**src/rtl/enode_fire_scheduler_pkg.sv**
```systemverilog
// Shared types and constants for the E-node fire scheduler.
// Default frame count is 8; override via the FRAMES parameter of the top module.
package enode_fire_scheduler_pkg;

    localparam int FRAMES_DEF = 8;
    localparam int FRAME_W = $clog2(FRAMES_DEF);
    localparam int STAT_W  = 16;

    typedef enum logic [1:0] {
        SCHED_IDLE,
        SCHED_ISSUE,
        SCHED_EXEC,
        SCHED_DRAIN
    } sched_state_t;

    typedef logic [FRAME_W-1:0] frame_idx_t;

    function automatic logic [STAT_W-1:0] sat_inc(input logic [STAT_W-1:0] v, input logic en);
        return (en && (v != '1)) ? v + 1'b1 : v;
    endfunction

endpackage

```
**src/rtl/enode_fire_scheduler_frame_rr_arbiter.sv**
```systemverilog
// Combinational round-robin picker: first requesting frame at or above ptr, wrapping.
module frame_rr_arbiter #(
    parameter int FRAMES = 8,
    parameter int FW     = $clog2(FRAMES)
) (
    input  logic [FRAMES-1:0] req,
    input  logic [FW-1:0]     ptr,
    output logic              gnt_valid,
    output logic [FW-1:0]     gnt_idx,
    output logic [FRAMES-1:0] gnt
);

    logic [FW-1:0] cand;

    // Scan offsets from highest to lowest so the smallest offset wins last.
    always_comb begin
        gnt_valid = 1'b0;
        gnt_idx   = '0;
        cand      = '0;
        for (int i = FRAMES - 1; i >= 0; i--) begin
            cand = ptr + FW'(i);
            if (req[cand]) begin
                gnt_valid = 1'b1;
                gnt_idx   = cand;
            end
        end
        gnt = gnt_valid ? (FRAMES'(1) << gnt_idx) : '0;
    end

endmodule

```
**src/rtl/enode_fire_scheduler.sv**
```systemverilog
// Per-E-node issue controller: round-robin frame pick, ALU handshake, clear/nullify, flush.
// Optional ISSUE_STATS_EN adds saturating issue/nullify/stall counters.
module enode_fire_scheduler
    import enode_fire_scheduler_pkg::*;
#(
    parameter int FRAMES = FRAMES_DEF,
    parameter int FW     = $clog2(FRAMES)
) (
    input  logic              clk,
    input  logic              rst,
    input  logic              enable,
    input  logic [FRAMES-1:0] frame_ready,
    input  logic [FRAMES-1:0] frame_pred_fail,
    input  logic [FRAMES-1:0] frame_mask,
    input  logic              flush,
    output logic              issue_valid,
    output logic [FW-1:0]     issue_frame,
    input  logic              issue_ready,
    input  logic              alu_done,
    output logic              result_squash,
    output logic [FRAMES-1:0] frame_clear,
    output logic              nullify_valid,
`ifdef ISSUE_STATS_EN
    output logic [STAT_W-1:0] stat_issued,
    output logic [STAT_W-1:0] stat_nullified,
    output logic [STAT_W-1:0] stat_stall,
`endif
    output logic              busy
);

    sched_state_t      state_q, state_d;
    logic [FW-1:0]     gnt_q, gnt_d;
    logic [FW-1:0]     rr_ptr_q, rr_ptr_d;
    logic [FRAMES-1:0] clear_q, clear_d;
    logic              nullify_q, nullify_d;

    logic [FRAMES-1:0] eligible;
    logic              arb_valid;
    logic [FW-1:0]     arb_idx;
    logic [FRAMES-1:0] arb_gnt;

    // A frame being cleared this cycle still shows ready until the station reacts.
    assign eligible = frame_ready & frame_mask & ~clear_q;

    frame_rr_arbiter #(.FRAMES(FRAMES), .FW(FW)) u_arb (
        .req       (eligible),
        .ptr       (rr_ptr_q),
        .gnt_valid (arb_valid),
        .gnt_idx   (arb_idx),
        .gnt       (arb_gnt)
    );

    always_comb begin
        state_d   = state_q;
        gnt_d     = gnt_q;
        rr_ptr_d  = rr_ptr_q;
        clear_d   = '0;
        nullify_d = 1'b0;
        unique case (state_q)
            SCHED_IDLE: begin
                if (!flush && enable && arb_valid) begin
                    rr_ptr_d = arb_idx + FW'(1);
                    if (frame_pred_fail[arb_idx]) begin
                        clear_d   = arb_gnt;
                        nullify_d = 1'b1;
                    end else begin
                        gnt_d   = arb_idx;
                        state_d = SCHED_ISSUE;
                    end
                end
            end
            SCHED_ISSUE: begin
                if (flush) begin
                    state_d = SCHED_IDLE;
                end else if (issue_ready) begin
                    if (alu_done) begin
                        clear_d = FRAMES'(1) << gnt_q;
                        state_d = SCHED_IDLE;
                    end else begin
                        state_d = SCHED_EXEC;
                    end
                end
            end
            SCHED_EXEC: begin
                if (flush) begin
                    state_d = alu_done ? SCHED_IDLE : SCHED_DRAIN;
                end else if (alu_done) begin
                    clear_d = FRAMES'(1) << gnt_q;
                    state_d = SCHED_IDLE;
                end
            end
            SCHED_DRAIN: begin
                if (alu_done) state_d = SCHED_IDLE;
            end
            default: state_d = SCHED_IDLE;
        endcase
    end

    always_ff @(posedge clk) begin
        if (rst) begin
            state_q   <= SCHED_IDLE;
            gnt_q     <= '0;
            rr_ptr_q  <= '0;
            clear_q   <= '0;
            nullify_q <= 1'b0;
        end else begin
            state_q   <= state_d;
            gnt_q     <= gnt_d;
            rr_ptr_q  <= rr_ptr_d;
            clear_q   <= clear_d;
            nullify_q <= nullify_d;
        end
    end

    assign issue_valid   = (state_q == SCHED_ISSUE);
    assign issue_frame   = issue_valid ? gnt_q : '0;
    assign result_squash = (state_q == SCHED_DRAIN);
    assign frame_clear   = clear_q;
    assign nullify_valid = nullify_q;
    assign busy          = (state_q != SCHED_IDLE);

`ifdef ISSUE_STATS_EN
    logic [STAT_W-1:0] stat_issued_q, stat_nullified_q, stat_stall_q;
    logic              accept_now;

    assign accept_now = issue_valid && issue_ready && !flush;

    always_ff @(posedge clk) begin
        if (rst) begin
            stat_issued_q    <= '0;
            stat_nullified_q <= '0;
            stat_stall_q     <= '0;
        end else begin
            stat_issued_q    <= sat_inc(stat_issued_q, accept_now);
            stat_nullified_q <= sat_inc(stat_nullified_q, nullify_d);
            stat_stall_q     <= sat_inc(stat_stall_q, issue_valid && !issue_ready);
        end
    end

    assign stat_issued    = stat_issued_q;
    assign stat_nullified = stat_nullified_q;
    assign stat_stall     = stat_stall_q;
`endif

endmodule
```
**config.mk**
```make
export PLATFORM = sky130hd
export DESIGN_NAME = enode_fire_scheduler
export DESIGN_NICKNAME = d
export VERILOG_FILES = /design/src/rtl/enode_fire_scheduler_pkg.sv /design/src/rtl/enode_fire_scheduler_frame_rr_arbiter.sv /design/src/rtl/enode_fire_scheduler.sv
export SDC_FILE = /design/constraint.sdc
export NUM_CORES = 1
export LEC_CHECK = 0
export BUFFER_PORTS_ARGS = -buffer_cell sky130_fd_sc_hd__buf_2
export CAP_MARGIN = 5
export CORE_UTILIZATION = 31
export CTS_CLUSTER_DIAMETER = 120
export CTS_CLUSTER_SIZE = 40
export DETAILED_ROUTE_END_ITERATION = 16
export GPL_TIMING_DRIVEN = 0
export PLACE_DENSITY = 0.55
export SLEW_MARGIN = 10
export SYNTH_ARGS = -nofsm -noshare
export SYNTH_HDL_FRONTEND = slang
export SYNTH_HIERARCHICAL = 1
export SYNTH_SLANG_ARGS = --single-unit
```
**constraint.sdc**
```tcl
create_clock -name clk -period 5.7 [get_ports clk]
set_clock_uncertainty 0.15 [all_clocks]
set_input_delay 0.57 -clock clk [delete_from_list [all_inputs] [get_ports clk]]
set_output_delay 0.57 -clock clk [all_outputs]
set_load 0.03 [all_outputs]
```
Word-level counts from Yosys, hierarchy flattened
Cells that the tools add are included.
Word-level totals
  bits in registers: 17
  bits in latches: 0
  input port bits: 30
  bits in writable memories: 0
  logic and storage cells: 98
  output and inout port bits: 15
  memories kept: 0
  bits in read-only memories: 0
Operators by class
  reductions and logical operators: 9
  shift-type cells: 2
  $lt $le $gt $ge: 9
  div/mod/pow operators: 0
  $add $sub $neg: 8
  equal/unequal tests: 6
  multiply operators: 0
  mux-type cells: 53
  bitwise gates (word level): 6
Operators by type and width (count)
  8-bit 2-to-1 mux: 7
  3-bit by 4-bit < comparator with 1-bit output (second input constant): 9
  1-bit binary-select mux with 3-bit select: 9
  3-bit 2-to-1 mux: 9
  8-bit one-hot mux with 3 select lines: 1
  1-bit 2-to-1 mux: 18
  8-bit bitwise AND: 2
  2-bit 2-to-1 mux: 8
  1-bit by 3-bit left shift with 8-bit output (first input constant): 2
  3-bit adder (second input constant): 4
  8-bit inverter: 1
  2-bit one-hot mux with 4 select lines: 1
  3-bit by 1-bit adder with 3-bit output (second input constant): 2
  3-bit by 2-bit adder with 3-bit output (second input constant): 2
  3-bit AND reduction: 2
  2-bit equality test (second input constant): 2
  2-bit != test (second input constant): 2
  3-bit by 2-bit != test with 1-bit output (second input constant): 1
  1-bit inverter: 3
  3-bit OR reduction: 1
  2-bit by 1-bit equality test with 1-bit output (second input constant): 1
  1-bit logical AND: 2
  2-bit zero test: 1
  2-bit AND reduction: 1
  2 further kinds: 2

Logic depth before layout (Yosys ltp)
Gate-level depths: netlist of the first run.
  word-level depth: 17
  gate-level depth with buffers: 16
  mapped depth without buffers: 13

Hierarchy
Netlist of the first run, hierarchy kept.
By module, submodules not included
  frame_rr_arbiter: area each 1128.6 um^2, seq. area each 0.0 um^2, times used 1, cells each 130
  enode_fire_scheduler: area each 910.9 um^2, seq. area each 340.3 um^2, times used 1, cells each 102

Least setup slack after synthesis of the first run
Ideal clock, no wire load.
  path kind: reg2reg
  from: reg rr_ptr_q[0]
  to: reg gnt_q[2]
  cell stages (with the launch flop): 16
  path buffers: 4
  clock period less this slack: 3979 ps
  arrival time: 3758 ps
  data required time: 5478 ps
  setup time: 72 ps
  path slack: 1721 ps
  path through: dfxtp_1 > buf_6 > buf_12 > inv_1 > ha_1 > clkbuf_2 > clkbuf_8 > mux2i_1 > mux2_2 > o21ai_0 > a21o_1 > a32oi_2 > mux2_2 > o22ai_1 > o21ba_2 > mux2i_1
Between the ends
  cells in the longest elaborated chain, start to end: 15
  elaborated cells between the ends (all ways): 44
  classes of those cells: add/sub (7); mux (34); bitwise (1); reduce/logical (2)
RTL lines
  from (decl): RTL line enode_fire_scheduler.sv:33  | logic [FW-1:0] rr_ptr_q, rr_ptr_d;
  from (signal assigned): RTL line enode_fire_scheduler.sv:109  | rr_ptr_q <= rr_ptr_d;
  3-bit adder: RTL line enode_fire_scheduler_frame_rr_arbiter.sv:21  | cand = ptr + FW'(i);
  1-bit binary-select mux with 3-bit select: RTL line enode_fire_scheduler_frame_rr_arbiter.sv:22  | if (req[cand]) begin
  1-bit 2-to-1 mux (not written as such): RTL line enode_fire_scheduler_frame_rr_arbiter.sv:22
  3-bit 2-to-1 mux (7 in series): RTL line enode_fire_scheduler_frame_rr_arbiter.sv:22
  3-bit 2-to-1 mux (*): RTL line enode_fire_scheduler_frame_rr_arbiter.sv:22
  via arb_idx[0]: RTL line enode_fire_scheduler.sv:39  | logic [FW-1:0] arb_idx;
  1-bit binary-select mux with 3-bit select (*): RTL line enode_fire_scheduler.sv:63  | if (frame_pred_fail[arb_idx]) begin
  1-bit 2-to-1 mux (not written as such) (*): RTL line enode_fire_scheduler.sv:63
  1-bit inverter (no line) (*)
  3-bit AND reduction (no line) (*)
  to (signal assigned): RTL line enode_fire_scheduler.sv:108  | gnt_q <= gnt_d;
  to (decl): RTL line enode_fire_scheduler.sv:32  | logic [FW-1:0] gnt_q, gnt_d;
The timed path passes the listed nets; every way through them passes the cells marked *. The select of a mux whose other input is x is not followed.
A chain may end at the register's enable or synchronous reset.

Worst setup path after layout of the first run
  from: reg rr_ptr_q[0]
  to: reg gnt_q[1]
The elaborated chain is that of the path after synthesis.

==> results of run 1 <==
==> Yosys cell counts (all sizes together), types with 5 or more instances <==
cell | n | area [µm²]
nor3 | 9 | 45.04
nor2 | 23 | 86.33
dfxtp | 17 | 340.3
a21oi | 9 | 45.04
nor2b | 5 | 31.28
mux2 | 16 | 187.7
clkbuf | 6 | 53.80
nand3 | 5 | 30.03
and2 | 5 | 31.28
o21ai | 15 | 75.07
nand2 | 20 | 75.07
mux2i | 13 | 130.1
nand2b | 7 | 43.79
mux4 | 7 | 176.4
inv | 8 | 30.03
==> registers in the layout (all words and copies together), names as in the netlist <==
signal and cells:
state_q 2, frame_clear 8, rr_ptr_q 3, nullify_valid 1, gnt_q 3
==> worst max-delay path, stage by stage, from the launching register on <==
cell and delay [ps]:
dfxtp_1 380, buf_6 160, buf_12 140, inv_1 120
ha_1 300, clkbuf_2 200, clkbuf_8 200, mux2i_1 500
mux2_2 300, o21ai_0 100, a21o_1 200, a32oi_2 690
mux2_2 410, o22ai_1 380, o21ba_2 270, mux2i_1 180
==> cell families after synthesis <==
family	synth area share, %
adders and majority gates	1.841
DFF	16.69
AOI/OAI and AO/OA	23.25
muxes	24.23
and+or+nand+nor	24.91
xor gates and xnor gates	2.148
buffers and inverters	6.932
==> stage by stage <==
step	cells	util, %	setup WS [ps]
finish	357	37.83	936.1
global route	357	37.83	607.3
CTS	357	37.83	911.9
detailed placement	353	37.10	960.2
global placement	353	37.10	894.9
floorplan	232	-	1721
==> how the worst max path moves through the flow <==
stage	startpoint	to	slack, ps	depth (start not counted)
floorplan	rr_ptr_q[0]	gnt_q[2]	1720	15
global placement	rr_ptr_q[0]	gnt_q[1]	890	15
detailed placement	rr_ptr_q[0]	gnt_q[2]	960	15
CTS	rr_ptr_q[0]	gnt_q[1]	910	15
global route	rr_ptr_q[0]	gnt_q[2]	610	15
finish	rr_ptr_q[0]	gnt_q[1]	940	15
==> metal layers <==
layer	routed length (µm)	part of all wire, %
met5	0	0
met4	128	2.5
met3	220	4.2
met2	2374	46
met1	2485	48
==> cell type report <==
type | instances | area share (%)
inverters | 9 | 1.406
repair buffers | 44 | 9.167
well taps | 77 | 4.010
plain buffers | 10 | 4.479
clock buffers | 3 | 1.719
flip-flops and latches | 17 | 14.17
clock inverters | 1 | 0.2083
multi-input cells | 196 | 64.84
==> power by group through the flow <==
| stage | registers (mW) | clock network [mW] | logic (mW) |
|---|---|---|---|
| after global placement | 0.174 | 0 | 1.04 |
| after global routing | 0.176 | 0.0990 | 1.15 |
| after detailed placement | 0.173 | 0 | 1.04 |
| after CTS | 0.171 | 0.0937 | 1.05 |
| after floorplan | 0.181 | 0 | 0.831 |
| final | 0.171 | 0.0901 | 1.05 |
==> impl_metrics.yaml, run 1 <==
yosys:
  synthesis.nets: 265
  syn-instance-count: 232
  synth.distinct_cells: 63
  netlist_area_um2: 2039
  synth_edf_count: 0
  ys_seq_area_share_pct: 16.69
  synth-seq-cells: 17
  ys_warn_count: 6
  ys_async_sr_fraction_pct: 0
  ys.flop_type: "dfxtp_1"
  synth.avg_cell_area_um2: 8.791
floorplan:
  chipHeight_um: 83.11
  ioPinCount: 45
  die_w_um: 83.11
  rows: 29
  coreArea_um2: 6350
  initial_utilization_pct: 32.12
  die_area_um2: 6907
grt:
  overflow: 0
  met3_usage_pct: 1.889
  grt_pass1_vias: 1836
  grt_antenna_before_repair: 0
  globalRouteTotalUtil_pct: 15.44
  grt_pass1_wl_um: 8818
  grt_busiest_layer: "met2"
  use_met2_pct: 25.34
  grt_start_max_net_pins: 16
  met1_usage_pct: 20.47
setup_path:
  reg2reg_from: "rr_ptr_q[0]"
  cp-start-kind: "flip-flop"
  end_kind: "flip-flop"
  worst_ep_arrival_time_ps: 4800
  worstPathRequired_ps: 5730
  reg2reg_to: "gnt_q[1]"
  critPathMaxFanout: 15
  ff2ff_setup_slack_ps: 940
  reg2reg_depth: 15
  crit_type: "flip-flop to flip-flop"
worst_hold_path:
  min_path_type: "flip-flop to flip-flop"
  min_to: "gnt_q[0]"
  min_from: "gnt_q[0]"
  worstHoldPathCells: 2
layout:
  diodes: 0
  stdcell_area_um2: 2402
  final_common_cell: "buf_2"
  fillers: 655
  layout.nets: 314
  layout-drive-gt1-share_pct: 31.79
  multiInputGateArea_um2: 1558
  regArea_um2: 340.3
  syn_to_final_growth_pct: 17.79
  mostFrequentLayoutCells: "buf_2 (44), nor2_1 (23), nand2_1 (20), dfxtp_1 (17), o21ai_0 (15)"
route:
  vias: 1926
  ant_nets: 0
  wl_per_cell_um: 14.59
  drc: 0
  drt-initial-drc-count: 84
  first_pass_iters: 4
  vias_per_cell: 5.395
  routed_wl_um: 5209
clock_network:
  clk_latency_ps: 250
  cts_resized: 0
  postCtsHoldBufs: 0
  root_buffer: "clkbuf_8"
  clk_pin_slew_ps: 70
  clock_path_buffers: 2
  postCtsSetupBuffers: 0
  tritoncts: "built"
  cts_inserted_buffers: 3
  cts.sinks: 17
  h-tree-depth: 1
placed_design:
  routabilityCongestion: 0.8305
  portBuffers: 44
  place_hpwl_um: 4037
  placed_area_um2: 2356
timing:
  hold_viol_final: 0
  rsz0062_at_grt: "false"
  timing.hold.ws_ps: 351.4
  min_period_ps: 4764
  fmax_mhz: 209.9
  finalSetupViolCount: 0
  timing.final.crit_share_pct: 83.58
  slew_violations: 0
  setup-tns-final_ps: 0
  maxSlewHeadroom_pct: 44.80
  worst_slew_pin_slew_ps: 828.1
power_and_ir_drop:
  p_clk_share_pct: 6.9
  internal_power_mw: 0.6483
  p_total_mw: 1.308
  p_sw_mw: 0.6599
  leakage_nw: 1.024
  swShare_pct: 50.44
  combinationalPowerShare_pct: 80.0
  ir_drop_mv: 0.2409
  p_seq_share_pct: 13.1
  power_density_nw_per_um2: 544.5
outcome:
  status: "finished clean"
run:
  drv_cap: 0
No activity file was read; power rests on OpenSTA's default activity.
==> inputs of run 2 (changes only) <==
==> constraint.sdc (replaced) <==
create_clock -name clk -period 5 [get_ports clk]
set_clock_uncertainty 0.15 [all_clocks]
set_input_delay 0.5 -clock clk [delete_from_list [all_inputs] [get_ports clk]]
set_output_delay 0.5 -clock clk [all_outputs]
set_load 0.03 [all_outputs]
==> impl_metrics.yaml, run 2 (synthesis results as in run 1) <==
outcome:
  status: "finished clean"
floorplan:
  rows: 29
  coreArea_um2: 6350
  ioPinCount: 45
  chipHeight_um: 83.11
  initial_utilization_pct: 32.12
  die_w_um: 83.11
  die_area_um2: 6907
placed_design:
  routabilityCongestion: 0.8305
  place_inst: 353
  portBuffers: 44
  placed_area_um2: 2356
  place_hpwl_um: 4037
  pre_cts_ws_ps: 260.2
route:
  routed_wl_um: 5239
  drc: 0
  vias: 1949
  wl_per_cell_um: 14.68
  vias_per_cell: 5.459
  drt-initial-drc-count: 95
  ant_nets: 0
  first_pass_iters: 4
layout:
  stdcell_area_um2: 2414
  syn_to_final_growth_pct: 18.34
  layout.nets: 314
  fillers: 653
  layout-drive-gt1-share_pct: 31.79
  instances_no_fill: 357
  largest_reg_flops: 8
  final_util_pct: 38.01
  mostFrequentLayoutCells: "buf_2 (44), nor2_1 (23), nand2_1 (20), dfxtp_1 (17), o21ai_0 (15)"
  final_common_cell: "buf_2"
  diodes: 0
clock_network:
  cts.sinks: 17
  postCtsSetupBuffers: 0
  h-tree-depth: 1
  clock_path_buffers: 2
  root_buffer: "clkbuf_8"
  tritoncts: "built"
  clk_latency_ps: 250
  cts_inserted_buffers: 3
  clk_pin_slew_ps: 60
worst_hold_path:
  worstHoldPathCells: 2
  min_path_type: "primary input to flip-flop"
grt:
  grt_antenna_before_repair: 0
  globalRouteTotalUtil_pct: 15.44
  grt_pass1_wl_um: 8818
  grt_start_max_net_pins: 16
  grt_pass1_vias: 1836
  overflow: 0
timing:
  setup-tns-final_ps: 0
  rsz0062_at_grt: "false"
  worst_slew_pin_slew_ps: 649.1
  finalSetupViolCount: 0
  maxSlewHeadroom_pct: 56.14
  worst_slack_ps: 411.9
  timing.final.crit_share_pct: 91.76
  min_period_ps: 4588
  slew_violations: 0
  hold_viol_final: 0
  timing.hold.ws_ps: 306.1
  fmax_mhz: 218.0
setup_path:
  critPathMaxFanout: 15
  worst_ep_arrival_time_ps: 4620
  worstPathRequired_ps: 5030
  crit_type: "flip-flop to flip-flop"
  reg2reg_depth: 15
  cp-start-kind: "flip-flop"
  ff2ff_setup_slack_ps: 410
  end_kind: "flip-flop"
run:
  drv_cap: 0
power_and_ir_drop:
  leakage_nw: 1.025
  ir_drop_mv: 0.2746
  power_density_nw_per_um2: 625.7
  p_total_mw: 1.510
==> run 2: cell counts in the layout (fill, tap and decap cells not counted) <==
Identical to the previous run, type by type.
==> run 2: power by group <==
| part | total [mW] | leakage (nW) | switching [mW] | internal [mW] |
|---|---|---|---|---|
| Sequential | 0.195 | 0.138 | 0.0308 | 0.164 |
| Combinational | 1.21 | 0.862 | 0.686 | 0.527 |
| Clock | 0.103 | 0.0255 | 0.0475 | 0.0553 |
| Total | 1.51 | 1.03 | 0.764 | 0.746 |
==> run 2: repair_timing <==
action | CTS | global route
setup endpoints to repair | 0 | 12
resized for setup | 0 | 1
hold buffers | 0 | 0
==> run 2: layout make-up <==
cell class              count  area (µm²)  area share [%]
clock buffers               3       41.29           1.711
well taps                  77       96.34           3.992
clock inverters             1       5.005          0.2074
multi-input cells         196        1569           65.01
inverters                   9       33.78           1.400
plain buffers              10       107.6           4.458
repair buffers             44       220.2           9.124
flip-flops and latches     17       340.3           14.10
==> run 2: critical path, cell delays in order, from the launching register on <==
cell	delay [ps]
dfxtp_1	380
buf_6	160
buf_12	140
inv_1	120
ha_1	300
clkbuf_2	200
clkbuf_8	200
mux2i_1	500
mux2_2	300
o21ai_0	100
a21o_1	210
a32oi_4	520
mux2_2	400
o22ai_1	380
o21ba_2	270
mux2i_1	180
==> run 2: worst paths after layout <==
kind                      end   startpoint
setup / recovery     gnt_q[1]  rr_ptr_q[0]
hold / removal     state_q[1]     alu_done
setup reg to reg     gnt_q[1]  rr_ptr_q[0]
hold reg to reg   rr_ptr_q[0]  rr_ptr_q[0]
==> run 2: per-layer routing <==
metal / vias up / global-route usage [%] / routed length, µm
met1: 901 / 20.47 / 2507
li1: 976 / - / -
met2: 62 / 25.34 / 2376
met5: - / 0 / 0
met3: 10 / 1.889 / 228
met4: 0 / 6.426 / 128
